`config.mk`:
```
export PLATFORM = sky130hd
export DESIGN_NAME = alu_gen
export DESIGN_NICKNAME = d
export VERILOG_FILES = /design/src/rtl/alu_gen_pkg.sv /design/src/rtl/alu_gen_logic.sv /design/src/rtl/alu_gen.sv
export SDC_FILE = /design/constraint.sdc
export NUM_CORES = 1
export LEC_CHECK = 0
export ABC_CLOCK_PERIOD_IN_PS = 3800
export BUFFER_PORTS_ARGS = -buffer_cell sky130_fd_sc_hd__buf_2
export CELL_PAD_IN_SITES_DETAIL_PLACEMENT = 1
export CELL_PAD_IN_SITES_GLOBAL_PLACEMENT = 1
export CORE_MARGIN = 10
export CORE_UTILIZATION = 35
export CTS_CLUSTER_DIAMETER = 40
export DETAILED_ROUTE_END_ITERATION = 10
export PLACE_DENSITY = 0.71
export SLEW_MARGIN = 30
export SYNTH_ARGS = -nofsm -noshare
export SYNTH_HDL_FRONTEND = slang
export SYNTH_HIERARCHICAL = 1
export SYNTH_SLANG_ARGS = --single-unit
```
`constraint.sdc`:
```
create_clock -name alu_clk -period 3.8 [get_ports alu_clk]
set_input_delay 0.19 -clock alu_clk [delete_from_list [all_inputs] [get_ports alu_clk]]
set_output_delay 0.19 -clock alu_clk [all_outputs]
set_load 0.005 [all_outputs]
```
`src/rtl/alu_gen_pkg.sv`:
```
// Shared types and constants for the pipelined bitwise ALU.
// The match table index is {mode_b, op}. Default match values are 8-bit and are resized at the use site.
package alu_gen_pkg;

  typedef logic [2:0] op_idx_t;

  localparam logic [1:0] OPA_AND  = 2'd0;
  localparam logic [1:0] OPA_NAND = 2'd1;
  localparam logic [1:0] OPA_OR   = 2'd2;
  localparam logic [1:0] OPA_XOR  = 2'd3;

  localparam logic [1:0] OPB_XNOR = 2'd0;
  localparam logic [1:0] OPB_AND  = 2'd1;
  localparam logic [1:0] OPB_NOR  = 2'd2;
  localparam logic [1:0] OPB_OR   = 2'd3;

  // Element [i] is the default for index i: A ops are 0..3, B ops are 4..7.
  localparam logic [7:0][7:0] MATCH_DEFAULT = {
    8'hFF, 8'hF5, 8'hF4, 8'hF1,
    8'h83, 8'hF8, 8'h00, 8'hFF
  };

  function automatic logic [7:0] match_default(input op_idx_t idx);
    return MATCH_DEFAULT[idx];
  endfunction

endpackage

```
`src/rtl/alu_gen_logic.sv`:
```
// Combinational op unit that selects one of eight bitwise functions by {mode_b, op}.
// It has zero latency and no flow control.
module alu_gen_logic
  import alu_gen_pkg::*;
#(
  parameter int WIDTH = 8
) (
  input  op_idx_t          idx,
  input  logic [WIDTH-1:0] a,
  input  logic [WIDTH-1:0] b,
  output logic [WIDTH-1:0] result
);

  always_comb begin
    result = '0;
    if (!idx[2]) begin
      case (idx[1:0])
        OPA_AND:  result = a & b;
        OPA_NAND: result = ~(a & b);
        OPA_OR:   result = a | b;
        OPA_XOR:  result = a ^ b;
        default:  result = '0;
      endcase
    end else begin
      case (idx[1:0])
        OPB_XNOR: result = ~(a ^ b);
        OPB_AND:  result = a & b;
        OPB_NOR:  result = ~(a | b);
        OPB_OR:   result = a | b;
        default:  result = '0;
      endcase
    end
  end

endmodule

```
`src/rtl/alu_gen.sv`:
```
// Two-stage bitwise ALU with a programmable match table and a sticky interrupt with a saturating hit count.
// Latency is 2 cycles from issue to result and irq. One issue per cycle is accepted and there is no back-pressure.
module alu_gen
  import alu_gen_pkg::*;
#(
  parameter int WIDTH = 8,
  parameter int CNT_W = 8
) (
  input  logic             alu_clk,
  input  logic             rst_n,
  input  logic             alu_enable,
  input  logic             alu_enable_a,
  input  logic             alu_enable_b,
  input  logic [1:0]       alu_op_a,
  input  logic [1:0]       alu_op_b,
  input  logic [WIDTH-1:0] alu_in_a,
  input  logic [WIDTH-1:0] alu_in_b,
  input  logic             cfg_we,
  input  logic [2:0]       cfg_addr,
  input  logic [WIDTH-1:0] cfg_data,
  input  logic             alu_irq_clr,
  output logic [WIDTH-1:0] alu_out,
  output logic             alu_out_valid,
  output logic             alu_irq,
  output logic [2:0]       alu_irq_src,
  output logic [CNT_W-1:0] alu_irq_cnt,
  output logic             alu_err
);

  localparam logic [CNT_W-1:0] CNT_MAX = '1;

  logic             issue;
  logic             sel_err;
  logic             s1_vld;
  op_idx_t          s1_idx;
  logic [WIDTH-1:0] s1_a;
  logic [WIDTH-1:0] s1_b;
  logic [WIDTH-1:0] result;
  logic [WIDTH-1:0] match_tbl [8];
  logic             hit;

  assign issue   = alu_enable & (alu_enable_a ^ alu_enable_b);
  assign sel_err = alu_enable & alu_enable_a & alu_enable_b;

  always_ff @(posedge alu_clk or negedge rst_n) begin
    if (!rst_n) begin
      s1_vld  <= 1'b0;
      s1_idx  <= '0;
      s1_a    <= '0;
      s1_b    <= '0;
      alu_err <= 1'b0;
    end else begin
      s1_vld  <= issue;
      alu_err <= sel_err;
      if (issue) begin
        s1_idx <= {alu_enable_b, alu_enable_b ? alu_op_b : alu_op_a};
        s1_a   <= alu_in_a;
        s1_b   <= alu_in_b;
      end
    end
  end

  alu_gen_logic #(.WIDTH(WIDTH)) u_logic (
    .idx    (s1_idx),
    .a      (s1_a),
    .b      (s1_b),
    .result (result)
  );

  // The compare reads the registered table, so a same-cycle cfg write only affects later compares.
  assign hit = s1_vld && (result == match_tbl[s1_idx]);

  always_ff @(posedge alu_clk or negedge rst_n) begin
    if (!rst_n) begin
      alu_out       <= '0;
      alu_out_valid <= 1'b0;
    end else begin
      alu_out_valid <= s1_vld;
      if (s1_vld) alu_out <= result;
    end
  end

  always_ff @(posedge alu_clk or negedge rst_n) begin
    if (!rst_n) begin
      for (int i = 0; i < 8; i++) match_tbl[i] <= WIDTH'(match_default(op_idx_t'(i)));
    end else if (cfg_we) begin
      match_tbl[cfg_addr] <= cfg_data;
    end
  end

  // A hit in the same cycle as a clear wins and restarts the count at one.
  always_ff @(posedge alu_clk or negedge rst_n) begin
    if (!rst_n) begin
      alu_irq     <= 1'b0;
      alu_irq_src <= '0;
      alu_irq_cnt <= '0;
    end else if (hit) begin
      alu_irq     <= 1'b1;
      alu_irq_src <= s1_idx;
      if (alu_irq_clr)                alu_irq_cnt <= CNT_W'(1);
      else if (alu_irq_cnt != CNT_MAX) alu_irq_cnt <= alu_irq_cnt + CNT_W'(1);
    end else if (alu_irq_clr) begin
      alu_irq     <= 1'b0;
      alu_irq_cnt <= '0;
    end
  end

endmodule

```
### Word level (Yosys, flattened, before mapping)

Cells that the tools add are included.

| operators by class | value |
|---|---|
| add/sub/neg operators | 1 |
| multiply operators | 0 |
| divide/modulo/power cells | 0 |
| $lt $le $gt $ge | 3 |
| equality and inequality tests | 5 |
| shift operators | 0 |
| muxes and demuxes | 16 |
| bitwise gates (word level) | 12 |
| reductions and logical operators | 6 |

Operators with widths:

| cell | count |
|---|---|
| $bwmux W64 | 1 |
| $mux W8 | 8 |
| $pmux W8 S4 | 2 |
| $bmux W8 S3 | 1 |
| $demux W8 S3 | 1 |
| $not A8 Y8 | 3 |
| $add A8 B1 Y8 const B | 1 |
| $and A8 B8 Y8 | 1 |
| $eq A8 B8 Y1 | 1 |
| $ge A4 B4 Y1 const B | 2 |
| $ne A8 B8 Y1 const B | 1 |
| $not A3 Y4 | 2 |
| $or A8 B8 Y8 | 1 |
| $xor A8 B8 Y8 | 1 |
| $eq A2 B2 Y1 const B | 2 |
| $lt A4 B1 Y1 const B | 1 |
| $reduce_bool A2 Y1 | 2 |
| $and A1 B1 Y1 | 3 |
| $eq A2 B1 Y1 const B | 1 |
| $logic_and A1 B1 Y1 | 2 |
| $logic_not A2 Y1 | 1 |
| $mux W1 | 2 |
| $mux W2 | 1 |
| $reduce_and A2 Y1 | 1 |
| $xor A1 B1 Y1 | 1 |

| word-level totals | value |
|---|---|
| bits in registers | 106 |
| latch bits | 0 |
| memory bits (writable) | 0 |
| bits in read-only memories | 0 |
| input port bits | 38 |
| output and inout port bits | 22 |
| logic and storage cells | 61 |
| memories kept | 0 |

### Logic depth before layout (Yosys ltp)

| logic depth | value |
|---|---|
| depth in word-level cells | 8 |
| mapped depth | 10 |
| mapped depth without buffers | 10 |

### By module

Netlist, hierarchy kept.

Modules (own cells, without submodules):

| module | times used | cells an instance | area each (um^2) | sequential area each (um^2) |
|---|---|---|---|---|
| alu_gen | 1 | 356 | 4,862.2 | 2,702.6 |
| alu_gen_logic | 1 | 103 | 703.2 | 0.0 |

### Worst setup path after synthesis

No wires, ideal clock.

| timing | value |
|---|---|
| path type | register to register |
| from | reg s1_idx[2] |
| to | reg alu_irq_cnt[5] |
| setup time | 0.128 ns |
| data arrival time | 2.633 ns |
| required time | 3.672 ns |
| slack | 1.039 ns |
| cell stages (with the launch flop) | 9 |
| buffers on the path | 2 |
| clock period less this slack | 2.761 ns |
| cells stage by stage | dfrtp_1 -> clkbuf_1 -> clkbuf_1 -> mux4_2 -> mux2i_1 -> xor2_1 -> o2111ai_2 -> nor4b_4 -> mux2_1 |

| on the way | value |
|---|---|
| longest elaborated chain between the ends | 8 |
| elaborated cells on any way between the ends | 10 |
| those cells by class | eq/ne (1); mux (5); bitwise (1); reduce/logical (3) |

RTL lines:

| item | RTL line | text |
|---|---|---|
| start, declared | alu_gen.sv:35 | `op_idx_t s1_idx;` |
| start signal, assigned | alu_gen.sv:56 | `s1_idx <= {alu_enable_b, alu_enable_b ? alu_op_b : alu_op_a};` |
| $not A3 Y4 (implied by the code) | alu_gen.sv:71 | `assign hit = s1_vld && (result == match_tbl[s1_idx]);` |
| $bmux W8 S3 | alu_gen.sv:71 |  |
| $mux W8 (implied by the code) (2 in series) | alu_gen.sv:71 |  |
| $eq A8 B8 Y1 * | alu_gen.sv:71 |  |
| $logic_and A1 B1 Y1 * | alu_gen.sv:71 |  |
| $reduce_bool A2 Y1 (no source line) | - |  |
| $reduce_and A2 Y1 (no source line) | - |  |
| end signal, assigned | alu_gen.sv:101 | `else if (alu_irq_cnt != CNT_MAX) alu_irq_cnt <= alu_irq_cnt + CNT_W'(1);` |
| end, declared | alu_gen.sv:26 | `output logic [CNT_W-1:0] alu_irq_cnt,` |

Every way passes the cells marked *; elsewhere a longest branch is shown, timed or not. The select of a mux whose other input is x is not followed.
A chain may end at the register's enable or synchronous reset.

### Final worst setup path

| timing | value |
|---|---|
| from | reg s1_idx[0] |
| to | reg alu_irq_cnt[3] |

| on the way | value |
|---|---|
| elaborated cells on any way between the ends | 16 |
| those cells by class | eq/ne (4); mux (7); bitwise (1); reduce/logical (4) |

RTL lines:

| item | RTL line | text |
|---|---|---|
| $eq A2 B2 Y1 (tied with other cells) | alu_gen_logic.sv:17, alu_gen_logic.sv:25 |  |
| $pmux W8 S4 (on tied branches) | alu_gen_logic.sv:17, alu_gen_logic.sv:25 |  |
| $mux W8 * | alu_gen_logic.sv:16 | `if (!idx[2]) begin` |
| named net result[4] | alu_gen.sv:38 | `logic [WIDTH-1:0] result;` |
| $eq A8 B8 Y1 * | alu_gen.sv:71 |  |
| $logic_and A1 B1 Y1 * | alu_gen.sv:71 |  |
| $reduce_bool A2 Y1 (no source line) | - |  |
| $reduce_and A2 Y1 (no source line) | - |  |

The timed path passes the listed nets; every way through them passes the cells marked *. The select of a mux whose other input is x is not followed.

==> metrics.cfg <==
[finish]
diodes=0
fin_nets=571
drive_gt1_share_pct=42.0
syn_to_final_growth_pct=14.8
final_util_pct=40.7

[timing]
finalSetupViolations=0
rsz0062_at_grt=no
tns_ps=0
timing.final.crit_period_ps=3380
finalHoldViolCount=0
final.period_utilization_pct=88.9
slew_headroom_pct=34.4
skew_ps=4.99
slew_violations=0
worst_slew_pin_slew_ps=979
fmax_mhz=296

[die]
coreArea_sq_um=15700
die_h_um=146
floorplan.initialDensity_pct=35.4
rows=46
die_area_sq_um=21300
num_io_pins=60
die_w_um=146

[route]
wl_per_cell_um=18.0
drt_iter0_markers=145
viasPerCell=4.96
dr.pass1.iters=4
num_vias=3655
drt-total-wl_mm=13.2
antenna_left=0
drc_errors=0

[worst_setup_path]
critPathMaxFanout=12
r2r_cells=7
arrival_ps=3610
critical_path_class=register to register
end_kind=register
rrSetupSlack_ps=420
start_kind=register
regToRegEndpoint=alu_irq_cnt[3]
r2r-start=s1_idx[0]
cp_data_required_time_ps=4030

[global_route]
grt_max_degree=77
grt_pass1_vias=4053
grt_util_all_layers_pct=12.7
grt_first_pass_wirelength_mm=21.9
antenna_found_initial=0
grt_remaining_overflow=0

[placement]
place_hpwl_mm=9.76
io_buffers=59
place_congestion=0.811

[synthesis]
synth_top_family_by_area=multiplexers
synth_cells=459
synth-adder-area-share_pct=3.82
synth_cell_types=47
ys_top_cells_by_area=dfrtp_1, dfstp_2, mux2_2, mux4_2, nand2_1
yosys_register_bits=106
yosysTopAreaCell=dfrtp_1
syn_nets=514
yosys_warnings=6
avgSynthCellArea_sq_um=12.1
syn_area_sq_um=5570
yosys_most_used_dff=dfrtp_1
muxShareOfSynthArea_pct=24.4
synthArstFlopShare_pct=100
synth_seq_area_share_pct=48.6
synth_xor_xnor_area_share_pct=1.71
netlist.area_leader.share_pct=29.7
synth-compound-area-share_pct=4.16
synth_edf_count=0
synth-simple-area-share_pct=13.5

[power_and_ir_drop]
switching_share_pct=30.4
p_per_area_nw_per_um2=543
irDropWorstVdd_mv=0.215
p_sw_mw=1.06
power_frac_clock_pct=25.9
power.leakage_nw=2.87
combPwrFrac_pct=27.9
p_seq_share_pct=46.2
internal_power_mw=2.42

[clocking]
root_buffer=clkbuf_16
clk_pin_slew_ps=70
cts_sinks=106
h-tree-depth=3
clock_latency_ps=350
post_cts_resized=0
clockBufferDepth=2
cts_tree=yes
cts_inserted_buffers=9

[run]
drv_cap=0

[worst_hold_path]
hp-start=alu_in_b[0]
holdPathStages=3
holdPathEnd=s1_b[0]
hold_path_class=input port to register

[run_status]
outcome=complete, no violations

==> layout by cell type, fill, tap and decap left out, types with 2 or more instances in the layout <==
master     synthesis  final
a211oi_1          11     11
a21o_1             8      8
a21oi_1            4      4
and2_1             2      2
and3_1             4      4
buf_2              3     58
buf_4              4      7
clkbuf_16          0      9
clkbuf_8           0      2
clkinv_2           0      2
dfrtp_1           66     66
dfstp_2           40     40
ha_1              17     17
inv_1             26     26
mux2_1             2      2
mux2_2            75     75
mux2i_1           12     12
mux4_1             3      3
mux4_2            13     13
nand2_1           57     57
nand2b_1          17     17
nand3_1            8      8
nand3b_1           3      3
nand4_1            3      3
nand4b_1           3      3
nor2_1            10     10
nor2b_1           14     14
nor3_1            10      8
nor3_2             0      2
nor3b_2            1      3
o21ai_0            4      4
xnor2_1            3      3
xor2_1             6      6
==> per-layer routing <==
| metal | GRT usage [%] | routed length, um | vias to the layer above |
|---|---|---|---|
| met5 | 0 | 0 | - |
| met4 | 4.45 | 186 | 0 |
| met3 | 2.97 | 459 | 15 |
| met2 | 21.3 | 6470 | 45 |
| met1 | 15.6 | 6120 | 1876 |
| li1 | - | - | 1719 |
==> power by group through the flow <==
stage               clock network, mW  registers, mW  logic (mW)
floorplan                           0           1.55       0.731
global placement                    0           1.61       0.930
detailed placement                  0           1.63       0.981
CTS                             0.925           1.61       0.987
global route                    0.970           1.64        1.08
finish                          0.898           1.61       0.969
==> per-stage QoR <==
stage / setup slack [ps] / power (mW) / area, sq um / std cells / hold slack (ps)
after CTS: 407 / 3.52 / 6380 / 736 / 16.4
after global placement: 517 / 2.54 / 6090 / 720 / 375
after global routing: 99.6 / 3.69 / 6390 / 737 / 24.8
final: 421 / 3.47 / 6390 / 737 / 27.9
after floorplan: 1040 / 2.28 / 5570 / 459 / -106
after detailed placement: 454 / 2.61 / 6090 / 720 / 386
==> critical path, stage by stage, from the launching register on <==
cell and delay, ps:
dfrtp_1 740, nor2b_1 630, nand3_1 160, nand3_1 210, xor2_1 190, or4b_1 650
and4bb_1 360, mux2_1 320
==> kinds of logic after synthesis <==
kind of cell / count (synthesis)
adders and majority gates: 17
DFF: 106
xor gates and xnor gates: 10
buffers and inverters: 48
and+or+nand+nor: 141
AOI/OAI and AO/OA: 32
muxes: 105
==> how the worst max path moves through the flow <==
| stage | slack (ps) | depth (start not counted) | endpoint | startpoint |
|---|---|---|---|---|
| 2_1_floorplan | 1040 | 8 | alu_irq_cnt[5] | s1_idx[2] |
| 3_3_place_gp | 520 | 7 | alu_irq_cnt[3] | s1_idx[0] |
| 3_5_place_dp | 450 | 7 | alu_irq_cnt[3] | s1_idx[1] |
| 4_1_cts | 410 | 7 | alu_irq_cnt[5] | s1_idx[0] |
| 5_1_grt | 100 | 7 | alu_irq_cnt[5] | s1_idx[0] |
| 6_report | 420 | 7 | alu_irq_cnt[3] | s1_idx[0] |
==> synth_stat cells, types with 2 or more instances <==
library cell  instances
a211oi_1             11
a21o_1                8
a21oi_1               4
and2_1                2
and3_1                4
buf_2                 3
buf_4                 4
buf_6                 2
clkbuf_1             11
dfrtp_1              66
dfstp_2              40
ha_1                 17
inv_1                26
mux2_1                2
mux2_2               75
mux2i_1              12
mux4_1                3
mux4_2               13
nand2_1              57
nand2b_1             17
nand3_1               8
nand3b_1              3
nand4_1               3
nand4b_1              3
nor2_1               10
nor2b_1              14
nor3_1               10
nor3b_1               2
o21ai_0               4
xnor2_1               3
xor2_1                6
==> sequential cells by signal, summed over array words and instances (netlist names) <==
name	cells
alu_err	1
alu_irq	1
alu_irq_cnt	8
alu_irq_src	3
alu_out	8
alu_out_valid	1
match_tbl	64
s1_a	8
s1_b	8
s1_idx	3
s1_vld	1
==> cell type report <==
cell class                 count  area, sq um
sequential                   106         2700
tap                          216          270
clock inverter                 4         26.3
inverter                      27          101
fill                        1710         9320
multi-input combinational    305         2670
timing repair buffer          67          364
clock buffer                  12          256
==> timing repair <==
action	in CTS	in global routing
endpoints found under the hold margin	0	35
setup buffers	0	0
hold buffers	0	1
Note: power is estimated with default switching activity, not from simulation.
